## config.mk

```make
export PLATFORM = sky130hd
export DESIGN_NAME = core_dbg_ctrl
export DESIGN_NICKNAME = d
export VERILOG_FILES = /design/src/rtl/core_dbg_ctrl.sv
export SDC_FILE = /design/constraint.sdc
export NUM_CORES = 1
export LEC_CHECK = 0
export CAP_MARGIN = 20
export CORE_ASPECT_RATIO = 0.5
export CORE_UTILIZATION = 35
export CTS_CLUSTER_SIZE = 20
export DETAILED_ROUTE_END_ITERATION = 8
export GPL_TIMING_DRIVEN = 0
export PLACE_DENSITY = 0.72
export REMOVE_ABC_BUFFERS = 1
export SKIP_CTS_REPAIR_TIMING = 1
export SYNTH_ARGS = -nofsm -noshare
export SYNTH_HDL_FRONTEND = slang
export SYNTH_SLANG_ARGS = --single-unit
```

## constraint.sdc

```tcl
create_clock -name memi_clk -period 1.5 [get_ports memi_clk]
set_input_delay 0.3 -clock memi_clk [delete_from_list [all_inputs] [get_ports memi_clk]]
set_output_delay 0.3 -clock memi_clk [all_outputs]
set_load 0.05 [all_outputs]
```

## src/rtl/core_dbg_ctrl.sv

```systemverilog
// Debug run-control block: memory-mapped halt / resume / single-step handshake with a core.
// Optional wait-timeout abort is compiled in with `define CORE_DBG_TIMEOUT_EN.
module core_dbg_ctrl #(
  parameter int MEMI_NR_SLAVES   = 1,
  parameter int MEMI_ADDR_WIDTH  = 5,
  parameter int MEMI_WDATA_WIDTH = 32,
  parameter int SLAVE_ID         = 0
) (
  input  logic                        memi_clk,
  input  logic                        memi_rst_n,
  input  logic [MEMI_ADDR_WIDTH-1:0]  memi_addr,
  input  logic [MEMI_NR_SLAVES-1:0]   memi_sel,
  input  logic                        memi_wr_rd,
  input  logic [MEMI_WDATA_WIDTH-1:0] memi_wdata,
  output logic [MEMI_WDATA_WIDTH-1:0] memi_rdata,
  output logic                        memi_rvalid,
  output logic                        dbg_halt_req,
  output logic                        dbg_resume_req,
  output logic                        dbg_step,
  input  logic                        core_halted
);

  typedef enum logic [2:0] {
    ST_IDLE      = 3'd0,
    ST_HALTING   = 3'd1,
    ST_RESUMING  = 3'd2,
    ST_STEP_RUN  = 3'd3,
    ST_STEP_HALT = 3'd4
  } state_e;

  localparam logic [MEMI_ADDR_WIDTH-1:0] ADDR_CTRL     = MEMI_ADDR_WIDTH'(32'd0);
  localparam logic [MEMI_ADDR_WIDTH-1:0] ADDR_STATUS   = MEMI_ADDR_WIDTH'(32'd1);
  localparam logic [MEMI_ADDR_WIDTH-1:0] ADDR_TIMEOUT  = MEMI_ADDR_WIDTH'(32'd2);
  localparam logic [MEMI_ADDR_WIDTH-1:0] ADDR_STEP_CNT = MEMI_ADDR_WIDTH'(32'd3);

  state_e                      state_q, state_d;
  logic                        halt_req_q, halt_req_d;
  logic                        resume_req_q, resume_req_d;
  logic                        step_q, step_d;
  logic                        drop_sticky_q, drop_sticky_d;
  logic [15:0]                 step_cnt_q, step_cnt_d;
  logic [MEMI_WDATA_WIDTH-1:0] rdata_q, rdata_d;
  logic                        rvalid_q, rvalid_d;

  logic        acc_s, wr_s, rd_s, ctrl_wr_s;
  logic        cmd_halt_s, cmd_resume_s, cmd_step_s, cmd_any_s, clr_sticky_s;
  logic        busy_s, drop_s, timeout_hit_s, step_done_s;
  logic        wait_expired_s, to_sticky_s;
  logic [15:0] timeout_s;
  logic        unused_s;

  assign acc_s        = memi_sel[SLAVE_ID];
  assign wr_s         = acc_s & memi_wr_rd;
  assign rd_s         = acc_s & ~memi_wr_rd;
  assign ctrl_wr_s    = wr_s & (memi_addr == ADDR_CTRL);
  assign cmd_halt_s   = ctrl_wr_s & memi_wdata[0];
  assign cmd_resume_s = ctrl_wr_s & memi_wdata[1];
  assign cmd_step_s   = ctrl_wr_s & memi_wdata[2];
  assign clr_sticky_s = ctrl_wr_s & memi_wdata[3];
  assign cmd_any_s    = cmd_halt_s | cmd_resume_s | cmd_step_s;
  assign busy_s       = (state_q != ST_IDLE);
  assign unused_s     = &{1'b0, memi_sel, memi_wdata, timeout_hit_s};

`ifdef CORE_DBG_TIMEOUT_EN
  logic [15:0] timeout_q, timeout_d;
  logic [15:0] wait_cnt_q, wait_cnt_d;
  logic [15:0] wait_cnt_inc_s;
  logic        to_sticky_q, to_sticky_d;

  // The compare uses the count including the current cycle, so TIMEOUT=N allows N wait cycles
  assign wait_cnt_inc_s = wait_cnt_q + 16'd1;
  assign wait_expired_s = (timeout_q != 16'd0) && (wait_cnt_inc_s == timeout_q);
  assign timeout_s      = timeout_q;
  assign to_sticky_s    = to_sticky_q;

  // Timeout register, wait counter and timeout sticky next-state
  always_comb begin
    if (wr_s && (memi_addr == ADDR_TIMEOUT)) begin
      timeout_d = memi_wdata[15:0];
    end else begin
      timeout_d = timeout_q;
    end
    if (state_d != state_q) begin
      wait_cnt_d = 16'd0;
    end else if (state_q != ST_IDLE) begin
      wait_cnt_d = wait_cnt_inc_s;
    end else begin
      wait_cnt_d = wait_cnt_q;
    end
    if (clr_sticky_s) begin
      to_sticky_d = timeout_hit_s;
    end else begin
      to_sticky_d = to_sticky_q | timeout_hit_s;
    end
  end

  // Timeout-related registers
  always_ff @(posedge memi_clk or negedge memi_rst_n) begin
    if (!memi_rst_n) begin
      timeout_q   <= 16'h0100;
      wait_cnt_q  <= 16'd0;
      to_sticky_q <= 1'b0;
    end else begin
      timeout_q   <= timeout_d;
      wait_cnt_q  <= wait_cnt_d;
      to_sticky_q <= to_sticky_d;
    end
  end
`else
  assign wait_expired_s = 1'b0;
  assign timeout_s      = 16'd0;
  assign to_sticky_s    = 1'b0;
`endif

  // Next-state logic: command decode, handshake completion and abort
  always_comb begin
    state_d       = state_q;
    drop_s        = busy_s & cmd_any_s;
    timeout_hit_s = 1'b0;
    step_done_s   = 1'b0;
    case (state_q)
      ST_IDLE: begin
        if (cmd_halt_s) begin
          state_d = ST_HALTING;
        end else if (cmd_resume_s) begin
          state_d = ST_RESUMING;
        end else if (cmd_step_s) begin
          if (core_halted) begin
            state_d = ST_STEP_RUN;
          end else begin
            drop_s = 1'b1;
          end
        end else begin
          state_d = ST_IDLE;
        end
      end
      ST_HALTING: begin
        if (core_halted) begin
          state_d = ST_IDLE;
        end else if (wait_expired_s) begin
          state_d       = ST_IDLE;
          timeout_hit_s = 1'b1;
        end else begin
          state_d = ST_HALTING;
        end
      end
      ST_RESUMING: begin
        if (!core_halted) begin
          state_d = ST_IDLE;
        end else if (wait_expired_s) begin
          state_d       = ST_IDLE;
          timeout_hit_s = 1'b1;
        end else begin
          state_d = ST_RESUMING;
        end
      end
      ST_STEP_RUN: begin
        if (!core_halted) begin
          state_d = ST_STEP_HALT;
        end else if (wait_expired_s) begin
          state_d       = ST_IDLE;
          timeout_hit_s = 1'b1;
        end else begin
          state_d = ST_STEP_RUN;
        end
      end
      ST_STEP_HALT: begin
        if (core_halted) begin
          state_d     = ST_IDLE;
          step_done_s = 1'b1;
        end else if (wait_expired_s) begin
          state_d       = ST_IDLE;
          timeout_hit_s = 1'b1;
        end else begin
          state_d = ST_STEP_HALT;
        end
      end
      default: state_d = ST_IDLE;
    endcase
  end

  // Request decode of the next state, so the request flops always mirror state_q
  always_comb begin
    halt_req_d   = 1'b0;
    resume_req_d = 1'b0;
    step_d       = 1'b0;
    case (state_d)
      ST_HALTING:  halt_req_d = 1'b1;
      ST_RESUMING: resume_req_d = 1'b1;
      ST_STEP_RUN: begin
        resume_req_d = 1'b1;
        step_d       = 1'b1;
      end
      default:     halt_req_d = 1'b0;
    endcase
  end

  // Drop sticky, step counter and registered read path
  always_comb begin
    if (clr_sticky_s) begin
      drop_sticky_d = drop_s;
    end else begin
      drop_sticky_d = drop_sticky_q | drop_s;
    end
    if (step_done_s) begin
      step_cnt_d = step_cnt_q + 16'd1;
    end else begin
      step_cnt_d = step_cnt_q;
    end
    rdata_d  = {MEMI_WDATA_WIDTH{1'b0}};
    rvalid_d = 1'b0;
    if (rd_s) begin
      rvalid_d = 1'b1;
      case (memi_addr)
        ADDR_STATUS:   rdata_d[6:0]  = {state_q, drop_sticky_q, to_sticky_s, busy_s, core_halted};
        ADDR_TIMEOUT:  rdata_d[15:0] = timeout_s;
        ADDR_STEP_CNT: rdata_d[15:0] = step_cnt_q;
        default:       rdata_d       = {MEMI_WDATA_WIDTH{1'b0}};
      endcase
    end else begin
      rvalid_d = 1'b0;
    end
  end

  // State register and all output registers
  always_ff @(posedge memi_clk or negedge memi_rst_n) begin
    if (!memi_rst_n) begin
      state_q       <= ST_IDLE;
      halt_req_q    <= 1'b0;
      resume_req_q  <= 1'b0;
      step_q        <= 1'b0;
      drop_sticky_q <= 1'b0;
      step_cnt_q    <= 16'd0;
      rdata_q       <= {MEMI_WDATA_WIDTH{1'b0}};
      rvalid_q      <= 1'b0;
    end else begin
      state_q       <= state_d;
      halt_req_q    <= halt_req_d;
      resume_req_q  <= resume_req_d;
      step_q        <= step_d;
      drop_sticky_q <= drop_sticky_d;
      step_cnt_q    <= step_cnt_d;
      rdata_q       <= rdata_d;
      rvalid_q      <= rvalid_d;
    end
  end

  assign memi_rdata     = rdata_q;
  assign memi_rvalid    = rvalid_q;
  assign dbg_halt_req   = halt_req_q;
  assign dbg_resume_req = resume_req_q;
  assign dbg_step       = step_q;

endmodule
```

==> run metrics <==
Final Cell Area 2480 um2; FFs w/ async S/R, synth 100%; maximum vdd drop ~630 uV; Core ar. between 4000 and 5000 um2; worst hold slack approximately 0.12 ns; IO Port Bufs 33; violated checks setup timing; Arr. time, crit path around 1.8 ns; synth warn 0; Worst-path clk slew 0.08 ns; post-synthesis cell count 163; Slew HR 41.3%; fin util 49.7%; Leak Pwr 1.58 nW; Final Skew about 0.013 ns; IO Pins 78; Required @ worst endpoint 1.72 ns; starting density of the core a little under two fifths; antenna-violating nets left 0; wire per inst 12.4 um; final hold vios 0; CTS Buffer Depth 2; Rows 18; Layout Nets 248; gp weighted congestion just over 0.7; CP bufs+invs 0; Yosys reg bits 40; Detailed Routing Iterations Pass 1 4; area delta synth->final 35.1%; crit path time final 1.54 ns; CP Capture Type register; CP Class register to register; Antenna Cells 0; most frequent cells in the layout dfrtp_1, dlymetal6s2s_1, conb_1; TritonCTS clock tree done; Post-DP HPWL 2270 um; post-synthesis cell type count 39; Critical-path top delay cell dfrtp_2; Die X 105 um; Clock Root Buffer clkbuf_8; Max Cap Viol 0; Tightest Pin Transition ~0.88 ns; max-slew violations 0; layout cell share with drive strength beyond 1 19.9%; GRT overflow 0; setup TNS -0.0816 ns; cell area after synthesis between 1500 and 2000 um2; vias in the first global route ~1.2k; placed cell areas around 2200 um2; die height 53.3 um; Critical Path Fanout Max 5; hold crit path type input port to asynchronous set/reset pin; vias per std cell ~4.6; DRT Wirelength 3410 um; pwr dens 869 nW/um2; Worst path top cell family by delay simple AND/OR/NAND/NOR gates; CP Cell Sequence and4bb_4 > nand4_1 > and2b_1 > xor2_1; global-route wire length before repair 5340 um; final setup vio count 5; sequential area share after synthesis ~54%; routed vias approximately 1.3k; CP startpoint kind register; fmax 651 MHz; unrepaired setup endpoints after global routing yes; most common cell after layout, fill and taps aside dfrtp_1; PnR worst setup slack -0.0357 ns; synthesized area per cell approximately 11 um2; CTS Sinks 40; EDFF count, synth 0; top_reg_cell synth dfrtp_1; DR iter-0 viols 80; total CTS buffers 5; largest net degree at the start of global routing 41; drt drc 0; Tcrit/Tclk final 102%; DIE AREA 5570 um2; initial antenna violation count 0; status finished, violations left; slowest stage delay, CP 0.43 ns; Clock Latency Late Sink 0.30 ns; H-tree depth 2; Global Route Usage Sum 12.8%
-- worst reg2reg max path: cells and delay by family, from the launching register on --
family,cells,cell delay (ns)
xor+xnor,1,0.13
simple gates,3,0.91
flops,1,0.43
-- synthesized netlist by cell type, types with 2 or more instances --
cell type	count	share of area, %
nand2b_1	2	0.68
a22oi_1	6	2.4
and3_1	11	3.7
nor3_1	8	2.2
and2_1	4	1.4
or2_2	3	1.0
xnor2_1	6	2.9
nand3b_1	2	0.82
dfrtp_1	40	54
a21oi_1	3	0.82
clkbuf_1	4	0.82
nor2_1	9	1.8
nand4_1	4	1.4
buf_4	16	6.5
xor2_1	10	4.8
nand2_1	7	1.4
or3_1	2	0.68
inv_1	5	1.0
-- where the power goes --
part           internal (W)  switching, W
registers           0.00108    0.00000718
logic             0.0000464      0.000154
clock network      0.000494      0.000374
-- sequential cells by signal, summed over array words and instances (netlist names) --
name            cells
dbg_halt_req        1
dbg_resume_req      1
dbg_step            1
drop_sticky_q       1
memi_rdata         16
memi_rvalid         1
state_q             3
step_cnt_q         16
-- path summary, 6_finish.rpt --
kind	startpoint	cells after the start	slack, ns	to
min reg2reg	step_cnt_q[15]$_DFFE_PN0P_	1	0.46	step_cnt_q[15]$_DFFE_PN0P_
min in group memi_clk	core_halted	2	0.38	state_q[2]$_DFF_PN0_
max in group asynchronous	memi_rst_n	1	0.76	state_q[2]$_DFF_PN0_
min	memi_rst_n	1	0.12	memi_rdata[3]$_DFF_PN0_
max reg2reg	state_q[0]$_DFF_PN0_	4	-0.04	step_cnt_q[10]$_DFFE_PN0P_
max	state_q[0]$_DFF_PN0_	4	-0.04	step_cnt_q[10]$_DFFE_PN0P_
-- cells by family (layout without fill, tap and decap cells) --
family | after synthesis | after routing | share of synthesized area [%]
and+or+nand+nor | 62 | 62 | 21.4
DFF | 40 | 40 | 54.4
buffers and inverters | 27 | 55 | 8.91
xor gates and xnor gates | 16 | 16 | 7.62
AOI/OAI and AO/OA | 15 | 15 | 6.12
adders and majority gates | 1 | 1 | 0.680
other | 1 | 16 | 0.204
muxes | 1 | 1 | 0.612
-- per-layer routing --
layer	up-vias	part of all wire, %	track usage, %
met5	-	0	0
met4	0	1.1	6.43
met3	4	4.8	3.69
met2	34	48	22.5
met1	618	46	14.7
li1	611	-	-
-- through the flow --
stage          std cells  setup slack, ns  total power [W]
2_1_floorplan        156           0.0547          0.00123
3_3_place_gp         259           -0.812          0.00130
3_5_place_dp         259           -0.561          0.00131
4_1_cts              267           -0.261          0.00217
5_1_grt              276           -0.147          0.00223
6_report             276          -0.0357          0.00216
-- area by class of cell --
type | count | area, um2
flip-flops and latches | 40 | 1000
multi-input cells | 111 | 806
repair buffers | 42 | 460
clock buffers | 6 | 72.6
inverters | 5 | 18.8
clock inverters | 2 | 35.0
well taps | 70 | 87.6
fillers | 454 | 2510
Power figures use the tool's default switching activity.
